$ cat config.mk
export PLATFORM = sky130hd
export DESIGN_NAME = memory_param
export DESIGN_NICKNAME = d
export VERILOG_FILES = /design/src/rtl/memory_pkg.sv /design/src/rtl/memory_param.sv
export SDC_FILE = /design/constraint.sdc
export NUM_CORES = 1
export LEC_CHECK = 0
export ABC_AREA = 1
export CAP_MARGIN = 5
export CORE_MARGIN = 1.5
export CORE_UTILIZATION = 45
export CTS_CLUSTER_SIZE = 40
export DETAILED_ROUTE_END_ITERATION = 10
export GPL_ROUTABILITY_DRIVEN = 1
export HOLD_SLACK_MARGIN = 0.1
export PLACE_DENSITY = 0.65
export SETUP_SLACK_MARGIN = 0.2
export SKIP_CTS_REPAIR_TIMING = 1
export SYNTH_ARGS = -nofsm -noshare
export SYNTH_HDL_FRONTEND = slang
export SYNTH_SLANG_ARGS = --single-unit
$ cat constraint.sdc
create_clock -name clock -period 2.4 [get_ports clock]
set_clock_uncertainty 0.1 [all_clocks]
set_input_delay 0.48 -clock clock [delete_from_list [all_inputs] [get_ports clock]]
set_output_delay 0.48 -clock clock [all_outputs]
set_load 0.02 [all_outputs]
$ cat src/rtl/memory_pkg.sv
// Shared types and default parameter values for the memory_param block.
package memory_pkg;

  typedef enum logic {
    CLEAR = 1'b0,
    READY = 1'b1
  } state_t;

  localparam int DEFAULT_WIDTH     = 8;
  localparam int DEFAULT_DEPTH     = 8;
  localparam bit DEFAULT_BYPASS    = 1'b0;
  localparam int DEFAULT_CLEAR_VAL = 0;

endpackage

$ cat src/rtl/memory_param.sv
// Parameterised single-clock register-array memory with a post-reset clear sweep,
// one-cycle registered read, optional write-to-read bypass and range-error flag.
module memory_param
  import memory_pkg::*;
#(
  parameter int               WIDTH     = DEFAULT_WIDTH,
  parameter int               DEPTH     = DEFAULT_DEPTH,
  parameter bit               BYPASS    = DEFAULT_BYPASS,
  parameter logic [WIDTH-1:0] CLEAR_VAL = WIDTH'(DEFAULT_CLEAR_VAL),
  localparam int              AW        = (DEPTH > 2) ? $clog2(DEPTH) : 1
) (
  input  logic             clock,
  input  logic             reset_n,
  input  logic             write,
  input  logic [AW-1:0]    addr_w,
  input  logic [WIDTH-1:0] datain,
  input  logic             read,
  input  logic [AW-1:0]    addr_r,
  output logic [WIDTH-1:0] dataout,
  output logic             rvalid,
  output logic             ready,
  output logic             err
);

  // Address checks use one extra bit so DEPTH itself is representable.
  localparam logic [AW:0] LIMIT   = (AW+1)'(DEPTH);
  localparam logic [AW:0] LAST    = (AW+1)'(DEPTH - 1);
  localparam logic [AW:0] PTR_ONE = (AW+1)'(1);

  logic [WIDTH-1:0] mem [DEPTH];

  state_t      state;
  logic [AW:0] ptr;

  logic             accept;
  logic             w_ok;
  logic             r_ok;
  logic             w_bad;
  logic             r_bad;
  logic             same_addr;
  logic             mem_we;
  logic [AW-1:0]    mem_wa;
  logic [WIDTH-1:0] mem_wd;

  // The single write port is shared between the clear sweep and user writes.
  always_comb begin
    accept    = (state == READY);
    w_ok      = ({1'b0, addr_w} < LIMIT);
    r_ok      = ({1'b0, addr_r} < LIMIT);
    w_bad     = accept && write && !w_ok;
    r_bad     = accept && read && !r_ok;
    same_addr = write && w_ok && (addr_w == addr_r);
    mem_we    = 1'b0;
    mem_wa    = addr_w;
    mem_wd    = datain;
    if (reset_n) begin
      if (state == CLEAR) begin
        mem_we = 1'b1;
        mem_wa = ptr[AW-1:0];
        mem_wd = CLEAR_VAL;
      end else if (write && w_ok) begin
        mem_we = 1'b1;
      end
    end
  end

  always_ff @(posedge clock) begin
    if (mem_we) begin
      mem[mem_wa] <= mem_wd;
    end
  end

  always_ff @(posedge clock) begin
    if (!reset_n) begin
      state   <= CLEAR;
      ptr     <= '0;
      ready   <= 1'b0;
      dataout <= '0;
      rvalid  <= 1'b0;
      err     <= 1'b0;
    end else begin
      err    <= w_bad || r_bad;
      rvalid <= accept && read;
      unique case (state)
        CLEAR: begin
          ptr <= ptr + PTR_ONE;
          if (ptr == LAST) begin
            state <= READY;
            ready <= 1'b1;
          end
        end
        READY: begin
          // Bypass only matters when the write is in range and hits the read address.
          if (read) begin
            if (!r_ok) begin
              dataout <= '0;
            end else if (BYPASS && same_addr) begin
              dataout <= datain;
            end else begin
              dataout <= mem[addr_r];
            end
          end
        end
      endcase
    end
  end

endmodule

* Word level (Yosys, flattened, before mapping)
Memories as Yosys holds them, arrays and structs flattened. A register that Yosys moved wholly into a read port is not among the register bits. Index checks and enable logic that the tools add are counted.
Word-level totals: register bits 7, memory bits (writable) 64, word-level logic and storage cells 23, memories 1
Cells by class: add/subtract/negate cells 1, eq/ne operators 1, muxes and demuxes 11, bitwise operators 1, reductions and logical operators 4
Memories:
- mem | words 8, width 8, rd ports 1, clocked after memory_dff 1, wr ports 1, RTL line memory_param.sv:30 | logic [WIDTH-1:0] mem [DEPTH];
Operators with widths (number):
- two-way mux 8 bit | 2
- two-way mux 1 bit | 7
- two-way mux 3 bit | 2
- adder 4 x 1 -> 4 bit, second input constant | 1
- equality test 4 x 3 -> 1 bit, second input constant | 1
- AND reduction 2 bit | 2
- logical AND 1 bit | 1
- logical NOT 1 bit | 1
- NOT 1 bit | 1

* Logic depth before layout (Yosys ltp)
Gate-level depths: netlist of run 1.
word-level depth 5, depth in mapped cells 8, mapped depth without buffers 7

* Least setup slack after synthesis of run 1
No wires, ideal clock.
path kind reg-to-reg, start register state, in the netlist accept, end memory mem[6][0] (netlist bit) (enable), library setup time 0.370 ns, arrival time 1.184 ns, required time 1.930 ns, slack 0.745 ns, cell stages (with the launch flop) 7, path buffers 0, path through dfxtp_1 -> inv_2 -> nand2_4 -> nand2_1 -> o21ai_2 -> nand2_2 -> nor2_1
On the way: word-level cells in the longest chain between the ends 4, elaborated cells on any way between the ends 6, those cells by class mux (6)
RTL lines:
- start, declared | RTL line memory_param.sv:32 | state_t state;
- start signal, assigned | RTL line memory_param.sv:75 | state <= CLEAR;
- start signal, assigned | RTL line memory_param.sv:88 | state <= READY;
- two-way mux 1 bit | RTL line memory_param.sv:57 | if (state == CLEAR) begin
- two-way mux 1 bit | RTL line memory_param.sv:56 | if (reset_n) begin
- two-way mux 1 bit | RTL line memory_param.sv:68 | if (mem_we) begin
- two-way mux 1 bit (not written as such) | RTL line memory_param.sv:69 | mem[mem_wa] <= mem_wd;
- end, declared | RTL line memory_param.sv:30
Several ways; a longest one is shown, not always the timed one.

* Worst setup path in the final report of run 1
start register ready, end output ready
RTL lines:
- start, declared | RTL line memory_param.sv:21 | output logic ready,
- start signal, assigned | RTL line memory_param.sv:77 | ready <= 1'b0;
- start signal, assigned | RTL line memory_param.sv:89 | ready <= 1'b1;
No word-level cell between the ends.

==> results of run 1 <==
==> synthesized netlist by cell type (4+ instances only) <==
cell type   n  area (sq um)
nand2_1    83         311.6
nand2_2     4         25.02
nor2_1     21         78.83
edfxtp_1   64          1922
dfxtp_1    15         300.3
a21oi_1     5         25.02
buf_2       5         25.02
o21ai_0    10         50.05
nand3_1    49         245.2
inv_1      82         307.8
buf_6       7         78.83
a21oi_2     8         70.07
==> sequential cells by signal, summed over array words and instances, names as in the netlist <==
name / flops
accept: 1
ready: 1
rvalid: 1
ptr: 4
dataout: 8
mem: 64
==> final timing paths <==
| kind | from | to | slack [ns] | cells after the start |
|---|---|---|---|---|
| min reg2reg | ready$_SDFFE_PN0P_ | ready$_SDFFE_PN0P_ | 0.40 | 2 |
| min | ready$_SDFFE_PN0P_ | ready$_SDFFE_PN0P_ | 0.40 | 2 |
| max reg2reg | accept$_SDFF_PN0_ | mem[5][1]$_DFFE_PP_ | 0.74 | 7 |
| max | ready$_SDFFE_PN0P_ | ready | 0.52 | 1 |
==> cells by family after synthesis <==
kind of cell / Yosys count
other: 1
AND/OR/NAND/NOR: 160
adder cells (fa/ha/maj): 1
buffers and inverters: 100
flip-flops: 79
AO/OA/AOI/OAI: 26
==> layer usage <==
metal | vias up | share of wire [%]
li1 | 1244 | -
met1 | 1179 | 43
met2 | 77 | 48
met3 | 22 | 5.3
met4 | 0 | 3.5
met5 | - | 0
==> area by class of cell <==
type                    instances  area [sq um]
clock buffers                  10         148.9
flip-flops and latches         79          2222
well taps                     102         127.6
inverters                      86         324.1
clock inverters                 6         67.56
repair buffers                 50         455.4
fillers                       683          3431
multi-input cells             188         870.8
==> stage by stage <==
step	area, sq um	power [W]	hold WS (ns)	setup slack, ns
2_1_floorplan	3532	0.001736	0.3837	0.7455
4_1_cts	4217	0.002889	0.3993	0.5007
3_3_place_gp	4000	0.001845	0.3589	0.2656
3_5_place_dp	4000	0.001852	0.3786	0.2450
6_report	4217	0.002877	0.3952	0.5154
5_1_grt	4217	0.002974	0.4286	0.4658
==> placed cells by master, fill, tap and decap left out, types with 3 or more instances in the layout <==
cell / netlist / routed
a21oi_1: 5 / 5
a21oi_2: 8 / 8
buf_4: 1 / 22
clkbuf_8: 0 / 9
clkdlybuf4s50_1: 0 / 27
dfxtp_1: 15 / 15
edfxtp_1: 64 / 64
inv_1: 82 / 82
inv_2: 3 / 3
nand2_1: 83 / 83
nand2_2: 4 / 4
nand3_1: 49 / 49
nor2_1: 21 / 21
o21ai_0: 10 / 10
o21ai_2: 3 / 3
==> where the power goes <==
| group | switching (W) | total [W] | internal (W) |
|---|---|---|---|
| clock network | 0.000511 | 0.00106 | 0.000545 |
| logic | 0.000178 | 0.000280 | 0.000102 |
| registers | 0.0000124 | 0.00154 | 0.00153 |
==> tab_implementation.tex, run 1 <==
\begin{tabular}{lr}
\hline
Metric & Value \\
\hline
\multicolumn{2}{l}{\textbf{Place}} \\
\quad Routability Congestion & 0.8358 \\
\quad Total half-perimeter wirelength after legalization and detailed placement & 5643 um \\
\quad Placed Cells incl. Taps & 505 \\
\quad Number of port buffers & 27 \\
\multicolumn{2}{l}{\textbf{Yosys}} \\
\quad Synthesized flop and latch total & 79 \\
\quad Dominant combinational cell family by area after synthesis & simple AND/OR/NAND/NOR gates \\
\quad Post-synthesis average cell area & 9.624 sq um \\
\quad Share of flip-flops with an asynchronous set or reset after synthesis & 0\% \\
\quad Nets in the synthesized netlist & 386 \\
\quad Synth warn & 0 \\
\quad Netlist Area Pre-Place & 0.003532 sq mm \\
\quad Mux share of post-synthesis cell area & 0\% \\
\quad Part of the Yosys area used for sequential elements & 62.91\% \\
\quad Synthesized instance count & 367 \\
\quad XOR/XNOR Fraction of Synth Area & 0\% \\
\quad Number of distinct library cells after synthesis & 22 \\
\quad Synth Flop Type & edfxtp\_1 \\
\quad Fraction of the mapped netlist area in simple logic gates & 19.34\% \\
\quad Number of flops mapped to enable cells by yosys & 64 \\
\quad Adder-Cell Fraction of Synth Area & 0.3542\% \\
\quad Synthesized-area fraction occupied by ao, oa, aoi and oai cells & 4.853\% \\
\multicolumn{2}{l}{\textbf{GRT}} \\
\quad Vias in the first global route & 2594 \\
\quad Global routing met1 resource utilization & 27.11\% \\
\quad All-layer global routing usage & 21.34\% \\
\quad First-pass GRT wire length & 12970 um \\
\quad Number of antenna violations at the first check in global routing & 0 \\
\quad Most used routing layer & met2 \\
\quad Pin count of the biggest net entering global routing & 33 \\
\quad Met3 track utilization from global routing & 3.853\% \\
\quad Remaining global-route overflow & 0 \\
\quad M2 GR Usage & 33.83\% \\
\multicolumn{2}{l}{\textbf{STA}} \\
\quad Setup-violating endpoint count in the final report & 0 \\
\quad Max-slew violation total from the final report & 0 \\
\quad Setup repair after global routing missed its margin & false \\
\quad Final worst path period share & 78.52\% \\
\quad Tmin final & 1.885 ns \\
\quad Final hold violations & 0 \\
\quad FMAX & 530.6 MHz \\
\quad Final TNS setup & 0 ns \\
\multicolumn{2}{l}{\textbf{Route}} \\
\quad Detailed-route wire length & 8095 um \\
\quad Ratio of routed vias to standard cells & 4.841 \\
\quad Via count of the routed design & 2522 \\
\quad Detail Route Antenna Nets & 0 \\
\quad Number of remaining DRC errors & 0 \\
\quad Final routed wire length divided by cell count & 15.54 um \\
\quad Detailed-router iteration count before antenna repair & 4 \\
\quad Starting DRC count in detailed routing & 181 \\
\multicolumn{2}{l}{\textbf{Die}} \\
\quad I/O Pins & 29 \\
\quad Die width & 91.60 um \\
\quad DIE HEIGHT & 91.60 um \\
\quad Die footprint & 0.008390 sq mm \\
\quad Core ar. & 0.007647 sq mm \\
\quad Starting density of the core & 46.19\% \\
\quad Site Rows & 32 \\
\multicolumn{2}{l}{\textbf{Power}} \\
\quad Peak supply drop & 353.8 uV \\
\quad Power per unit of standard cell area & 682.3 mW/mm\^{}2 \\
\quad LEAKAGE & 1.873 nW \\
\multicolumn{2}{l}{\textbf{Clocking}} \\
\quad CTS tree & built \\
\quad Sinks on the clock net & 79 \\
\quad Maximum count of clock buffers along a single path & 2 \\
\quad Latest clock arrival within the worst-skew pair & 0.36 ns \\
\quad Count of H-tree levels built during CTS & 3 \\
\quad Clock buffers created by TritonCTS & 9 \\
\quad Master cell of the clock root buffer & clkbuf\_8 \\
\quad Clock-pin slew of the registers on the worst-case setup and hold paths & 0.09 ns \\
\multicolumn{2}{l}{\textbf{Cells and area}} \\
\quad Area growth syn-to-layout & 19.38\% \\
\quad Number of antenna repair diodes & 0 \\
\quad Final cell utilization of the core & 55.14\% \\
\quad Fraction of layout instances using a drive strength above 1 & 14.08\% \\
\quad Non-filler instance count after layout & 521 \\
\quad Number of nets in the final layout & 433 \\
\multicolumn{2}{l}{\textbf{Worst hold path}} \\
\quad Path class of the lowest-slack min-delay path & reg2reg \\
\multicolumn{2}{l}{\textbf{Run status}} \\
\quad Run status & finished clean \\
\multicolumn{2}{l}{\textbf{Worst setup path}} \\
\quad Critical Path Start Type & flip-flop \\
\quad Worst Path Buf+Inv & 1 \\
\quad Crit Path Max Fanout & 2 \\
\quad Cell-by-cell trace of the critical path & clkdlybuf4s50\_1 \\
\quad Max stage delay on crit path & 0.60 ns \\
\quad Top cell family by delay on the critical path & buffers and inverters \\
\quad Setup CP Type & reg2out \\
\quad Data required time at the worst endpoint & 1.82 ns \\
\quad Slowest library cell on the worst path & clkdlybuf4s50\_1 \\
\quad Endpoint class of the critical path & primary output \\
\quad Worst endpoint data arrival time & 1.30 ns \\
\multicolumn{2}{l}{\textbf{Job}} \\
\quad Max-cap violation count & 0 \\
\hline
\end{tabular}
(Power assumes the default switching activity.)
==> run 2: changes to the inputs <==
Clock period 2.4 ns to 1.77 ns, I/O delays scaled along.
==> tab_implementation.tex, run 2 (synthesis gave the netlist of run 1 again) <==
\begin{tabular}{lr}
\hline
Metric & Value \\
\hline
\multicolumn{2}{l}{\textbf{Job}} \\
\quad Max-cap violation count & 0 \\
\multicolumn{2}{l}{\textbf{Clocking}} \\
\quad Master cell of the clock root buffer & clkbuf\_8 \\
\quad CTS tree & built \\
\quad Count of H-tree levels built during CTS & 3 \\
\quad Clock-pin slew of the registers on the worst-case setup and hold paths & 0.08 ns \\
\quad Sinks on the clock net & 79 \\
\quad Maximum count of clock buffers along a single path & 2 \\
\quad Clock buffers created by TritonCTS & 9 \\
\quad Latest clock arrival within the worst-skew pair & 0.36 ns \\
\multicolumn{2}{l}{\textbf{Place}} \\
\quad Placed Cells incl. Taps & 510 \\
\quad Placed Instance Area & 0.004093 sq mm \\
\quad Total half-perimeter wirelength after legalization and detailed placement & 5561 um \\
\quad Routability Congestion & 0.8536 \\
\quad Number of port buffers & 27 \\
\multicolumn{2}{l}{\textbf{STA}} \\
\quad Setup repair after global routing missed its margin & false \\
\quad Setup-violating endpoint count in the final report & 0 \\
\quad Final hold violations & 0 \\
\quad Final worst path period share & 86.40\% \\
\quad FMAX & 653.9 MHz \\
\quad Tmin final & 1.529 ns \\
\quad Final TNS setup & 0 ns \\
\quad Max-slew violation total from the final report & 0 \\
\multicolumn{2}{l}{\textbf{Route}} \\
\quad Number of remaining DRC errors & 0 \\
\quad Ratio of routed vias to standard cells & 4.833 \\
\quad Final routed wire length divided by cell count & 15.19 um \\
\quad Via count of the routed design & 2552 \\
\quad Detailed-route wire length & 8019 um \\
\quad Detailed-router iteration count before antenna repair & 4 \\
\quad Starting DRC count in detailed routing & 131 \\
\quad Detail Route Antenna Nets & 0 \\
\multicolumn{2}{l}{\textbf{Worst setup path}} \\
\quad Worst reg2reg path depth & 6 \\
\quad Critical Path Start Type & flip-flop \\
\quad Endpoint class of the critical path & flip-flop \\
\quad Crit Path Max Fanout & 8 \\
\quad Data required time at the worst endpoint & 1.74 ns \\
\quad Launch instance of the worst register-to-register path & accept\$\_SDFF\_PN0\_ \\
\quad Flop-to-flop setup slack & 0.24 ns \\
\quad Worst R2R End & mem[4][7]\$\_DFFE\_PP\_ \\
\quad Worst endpoint data arrival time & 1.50 ns \\
\quad Setup CP Type & reg2reg \\
\multicolumn{2}{l}{\textbf{Die}} \\
\quad Die footprint & 0.008390 sq mm \\
\quad DIE HEIGHT & 91.60 um \\
\quad Starting density of the core & 46.19\% \\
\quad Die width & 91.60 um \\
\quad I/O Pins & 29 \\
\quad Site Rows & 32 \\
\quad Core ar. & 0.007647 sq mm \\
\multicolumn{2}{l}{\textbf{GRT}} \\
\quad Number of antenna violations at the first check in global routing & 0 \\
\quad All-layer global routing usage & 20.67\% \\
\quad Vias in the first global route & 2397 \\
\quad First-pass GRT wire length & 12430 um \\
\quad Pin count of the biggest net entering global routing & 33 \\
\quad Remaining global-route overflow & 0 \\
\multicolumn{2}{l}{\textbf{Power}} \\
\quad LEAKAGE & 2.121 nW \\
\quad Peak supply drop & 401.1 uV \\
\quad Power per unit of standard cell area & 899.9 mW/mm\^{}2 \\
\multicolumn{2}{l}{\textbf{Cells and area}} \\
\quad Fraction of layout instances using a drive strength above 1 & 16.90\% \\
\quad Number of fill cells & 662 \\
\quad Register containing the most flip-flops in the final layout & mem \\
\quad Registers with the highest flip-flop counts & mem: 64 flops, dataout: 8 flops, ptr: 4 flops \\
\quad Non-filler instance count after layout & 528 \\
\quad Number of antenna repair diodes & 0 \\
\quad Final non-filler cell area & 0.004378 sq mm \\
\quad Area growth syn-to-layout & 23.95\% \\
\quad Leading cell type in the layout, fill and taps excluded & inv\_1 \\
\quad Commonest non-fill, non-tap cells in the layout & inv\_1, nand2\_1, edfxtp\_1, nand3\_1, buf\_4 \\
\quad Number of nets in the final layout & 440 \\
\quad Flip-flop count of the largest register after layout & 64 \\
\multicolumn{2}{l}{\textbf{Worst hold path}} \\
\quad Critical hold path startpoint & ready\$\_SDFFE\_PN0P\_ \\
\quad Number of instances on the worst hold path & 2 \\
\quad Endpoint with the worst hold slack & ready\$\_SDFFE\_PN0P\_ \\
\quad Path class of the lowest-slack min-delay path & reg2reg \\
\multicolumn{2}{l}{\textbf{Run status}} \\
\quad Run status & finished clean \\
\hline
\end{tabular}
## run 2: worst max path at each step
stage	startpoint	to	slack [ns]	cells after the start
floorplan	accept$_SDFF_PN0_	mem[3][0]$_DFFE_PP_	0.12	6
global placement	reset_n	mem[4][6]$_DFFE_PP_	-0.28	8
detailed placement	reset_n	mem[4][3]$_DFFE_PP_	-0.31	8
CTS	ready$_SDFFE_PN0P_	ready	-0.01	1
global route	accept$_SDFF_PN0_	mem[4][6]$_DFFE_PP_	0.19	8
finish	accept$_SDFF_PN0_	mem[4][7]$_DFFE_PP_	0.24	6
## run 2: final cells by class
type / count / area, sq um / area share (%)
Inverter: 86 / 326.6 / 7.459
Clock buffer: 9 / 123.9 / 2.829
Clock inverter: 7 / 87.58 / 2.001
Multi-Input combinational cell: 188 / 895.9 / 20.46
Tap cell: 102 / 127.6 / 2.915
Timing Repair Buffer: 57 / 593.1 / 13.55
Sequential cell: 79 / 2223 / 50.79
## run 2: critical path, cell delays in order, from the launching register on
cell and delay, ns:
dfxtp_2 0.34, inv_4 0.08, nand2_4 0.10, o21ai_4 0.21
nand2_1 0.11, nor2_2 0.15, buf_6 0.15
## run 2: layer usage
metal  vias up  part of all wire, %  global-route usage, %  wire length, um
met2        89                   47                  31.65             3745
li1       1254                    -                      -                -
met4         0                  3.3                  12.37              263
met5         -                    0                      0                0
met3        18                  6.9                  3.769              553
met1      1191                   43                  27.31             3456
## run 2: metrics by stage
stage / total power, W / hold slack, ns / util [%] / worst slack, ns
after global placement: 0.002523 / 0.3504 / 53.52 / -0.2795
after global routing: 0.004072 / 0.4205 / 57.25 / 0.1905
after CTS: 0.003950 / 0.4158 / 56.28 / -0.01437
after floorplan: 0.002355 / 0.3837 / - / 0.1164
final: 0.003940 / 0.3988 / 57.25 / 0.2408
after detailed placement: 0.002532 / 0.4011 / 53.52 / -0.3088
## run 2: where the power goes
group / total [W] / internal, W / switching (W) / leakage, nW
sequential: 0.00209 / 0.00207 / 0.0000171 / 0.715
clock: 0.00144 / 0.000781 / 0.000655 / 0.100
combinational: 0.000413 / 0.000161 / 0.000252 / 1.31
==> run 3: changes to the inputs <==
Settings changed: CORE_ASPECT_RATIO set to 1.75.
==> tab_implementation.tex, run 3 (synthesis gave the netlist of run 1 again) <==
\begin{tabular}{lr}
\hline
Metric & Value \\
\hline
\multicolumn{2}{l}{\textbf{GRT}} \\
\quad First-pass GRT wire length & 12470 um \\
\quad All-layer global routing usage & 20.86\% \\
\quad Remaining global-route overflow & 0 \\
\quad Number of antenna violations at the first check in global routing & 0 \\
\quad Pin count of the biggest net entering global routing & 33 \\
\quad Vias in the first global route & 2514 \\
\multicolumn{2}{l}{\textbf{Run status}} \\
\quad Run status & finished clean \\
\multicolumn{2}{l}{\textbf{Clocking}} \\
\quad Count of H-tree levels built during CTS & 3 \\
\quad Clock-pin slew of the registers on the worst-case setup and hold paths & 0.06 ns \\
\quad Maximum count of clock buffers along a single path & 2 \\
\quad Latest clock arrival within the worst-skew pair & 0.33 ns \\
\quad Clock buffers created by TritonCTS & 9 \\
\quad Sinks on the clock net & 79 \\
\quad Master cell of the clock root buffer & clkbuf\_16 \\
\quad CTS tree & built \\
\multicolumn{2}{l}{\textbf{Worst setup path}} \\
\quad Data required time at the worst endpoint & 1.71 ns \\
\quad Setup CP Type & in2reg \\
\quad Worst endpoint data arrival time & 1.44 ns \\
\quad Worst Path Buf+Inv & 2 \\
\quad Slowest library cell on the worst path & clkdlybuf4s50\_1 \\
\quad Crit Path Max Fanout & 8 \\
\quad Endpoint class of the critical path & flip-flop \\
\quad Critical Path Start Type & primary input \\
\quad Flop-to-flop setup slack & 0.28 ns \\
\quad Top cell family by delay on the critical path & buffers and inverters \\
\quad CP most frequent cell & nand2\_1 \\
\quad Cell-by-cell trace of the critical path & clkdlybuf4s50\_1 > nand2\_1 > nand2\_1 > nand2\_2 > nor2\_2 > buf\_12 \\
\quad Max stage delay on crit path & 0.47 ns \\
\multicolumn{2}{l}{\textbf{STA}} \\
\quad Tmin final & 1.498 ns \\
\quad Final TNS setup & 0 ns \\
\quad Final-layout worst hold slack & 0.3654 ns \\
\quad Max-slew violation total from the final report & 0 \\
\quad Final hold violations & 0 \\
\quad Final worst path period share & 84.61\% \\
\quad Setup-violating endpoint count in the final report & 0 \\
\quad FMAX & 667.7 MHz \\
\quad Setup repair after global routing missed its margin & false \\
\multicolumn{2}{l}{\textbf{Power}} \\
\quad Switch Pwr & 0.0009326 W \\
\quad Seq pwr share & 48.5\% \\
\quad Part of the total power dissipated in the clock network & 42.0\% \\
\quad Post-layout power & 0.004318 W \\
\quad Power per unit of standard cell area & 963.2 mW/mm\^{}2 \\
\quad LEAKAGE & 2.204 nW \\
\quad Internal power consumption & 0.003385 W \\
\quad Power share of the combinational group & 9.5\% \\
\quad Sw frac & 21.60\% \\
\quad Peak supply drop & 816.1 uV \\
\multicolumn{2}{l}{\textbf{Cells and area}} \\
\quad Number of antenna repair diodes & 0 \\
\quad Leading cell type in the layout, fill and taps excluded & inv\_1 \\
\quad Register containing the most flip-flops in the final layout & mem \\
\quad Fraction of layout instances using a drive strength above 1 & 17.67\% \\
\quad Number of nets in the final layout & 444 \\
\quad Registers with the highest flip-flop counts & mem: 64 flops, dataout: 8 flops, ptr: 4 flops \\
\quad Flip-flop count of the largest register after layout & 64 \\
\quad Commonest non-fill, non-tap cells in the layout & inv\_1, nand2\_1, edfxtp\_1, nand3\_1, buf\_4 \\
\quad Final cell utilization of the core & 59.24\% \\
\quad Area growth syn-to-layout & 26.92\% \\
\multicolumn{2}{l}{\textbf{Die}} \\
\quad DIE HEIGHT & 120.2 um \\
\quad I/O Pins & 29 \\
\quad Site Rows & 42 \\
\quad Core ar. & 0.007567 sq mm \\
\quad Die width & 69.97 um \\
\quad Die footprint & 0.008410 sq mm \\
\quad Starting density of the core & 46.68\% \\
\multicolumn{2}{l}{\textbf{Worst hold path}} \\
\quad Path class of the lowest-slack min-delay path & reg2reg \\
\multicolumn{2}{l}{\textbf{Place}} \\
\quad Number of port buffers & 27 \\
\quad Total half-perimeter wirelength after legalization and detailed placement & 6143 um \\
\quad Routability Congestion & 0.9088 \\
\multicolumn{2}{l}{\textbf{Route}} \\
\quad Number of remaining DRC errors & 0 \\
\quad Starting DRC count in detailed routing & 107 \\
\quad Ratio of routed vias to standard cells & 4.801 \\
\quad Detail Route Antenna Nets & 0 \\
\quad Via count of the routed design & 2487 \\
\quad Detailed-router iteration count before antenna repair & 4 \\
\quad Final routed wire length divided by cell count & 15.76 um \\
\quad Detailed-route wire length & 8163 um \\
\multicolumn{2}{l}{\textbf{Job}} \\
\quad Max-cap violation count & 0 \\
\hline
\end{tabular}
run 3: layer usage:
metal,vias up,GRT usage (%),share of wire (%)
met2,65,38.81,56
li1,1270,-,-
met1,1130,20.15,34
met4,0,13.82,5.4
met5,-,0,0
met3,22,4.333,4.3
run 3: stage by stage:
step	std cells	setup slack, ns	cell area [sq um]
global route	518	0.1884	4483
global placement	501	-0.2376	4100
CTS	517	0.03770	4405
finish	518	0.2723	4483
floorplan	367	0.1164	3537
detailed placement	501	-0.2656	4100
run 3: power by group through the flow:
| stage | registers [W] | clock network, W | logic (W) |
|---|---|---|---|
| 6_report | 0.00210 | 0.00181 | 0.000409 |
| 5_1_grt | 0.00210 | 0.00192 | 0.000451 |
| 4_1_cts | 0.00210 | 0.00185 | 0.000403 |
| 3_5_place_dp | 0.00213 | 0 | 0.000401 |
| 3_3_place_gp | 0.00213 | 0 | 0.000395 |
| 2_1_floorplan | 0.00213 | 0 | 0.000225 |
run 3: worst register-to-register path: cells and delay by family, from the launching register on:
family / cells / cell delay [ns]
compound gates: 1 / 0.06
buf+inv: 3 / 0.33
flops: 1 / 0.33
simple gates: 4 / 0.36
run 3: path summary, 6_finish.rpt:
kind,cells after the start,start,to
worst max-delay path,6,write,mem[7][5]$_DFFE_PP_
worst min-delay path,2,ready$_SDFFE_PN0P_,ready$_SDFFE_PN0P_
worst max register to register,8,accept$_SDFF_PN0_,mem[0][6]$_DFFE_PP_
worst min register to register,2,ready$_SDFFE_PN0P_,ready$_SDFFE_PN0P_
run 3: cell type report:
| class | instances | area, sq um |
|---|---|---|
| clock buffer | 14 | 295.3 |
| clock inverter | 2 | 10.01 |
| sequential | 79 | 2223 |
| inverter | 86 | 326.6 |
| timing repair buffer | 61 | 605.6 |
| tap | 88 | 110.1 |
| fill | 659 | 3084 |
| multi-input combinational | 188 | 912.1 |
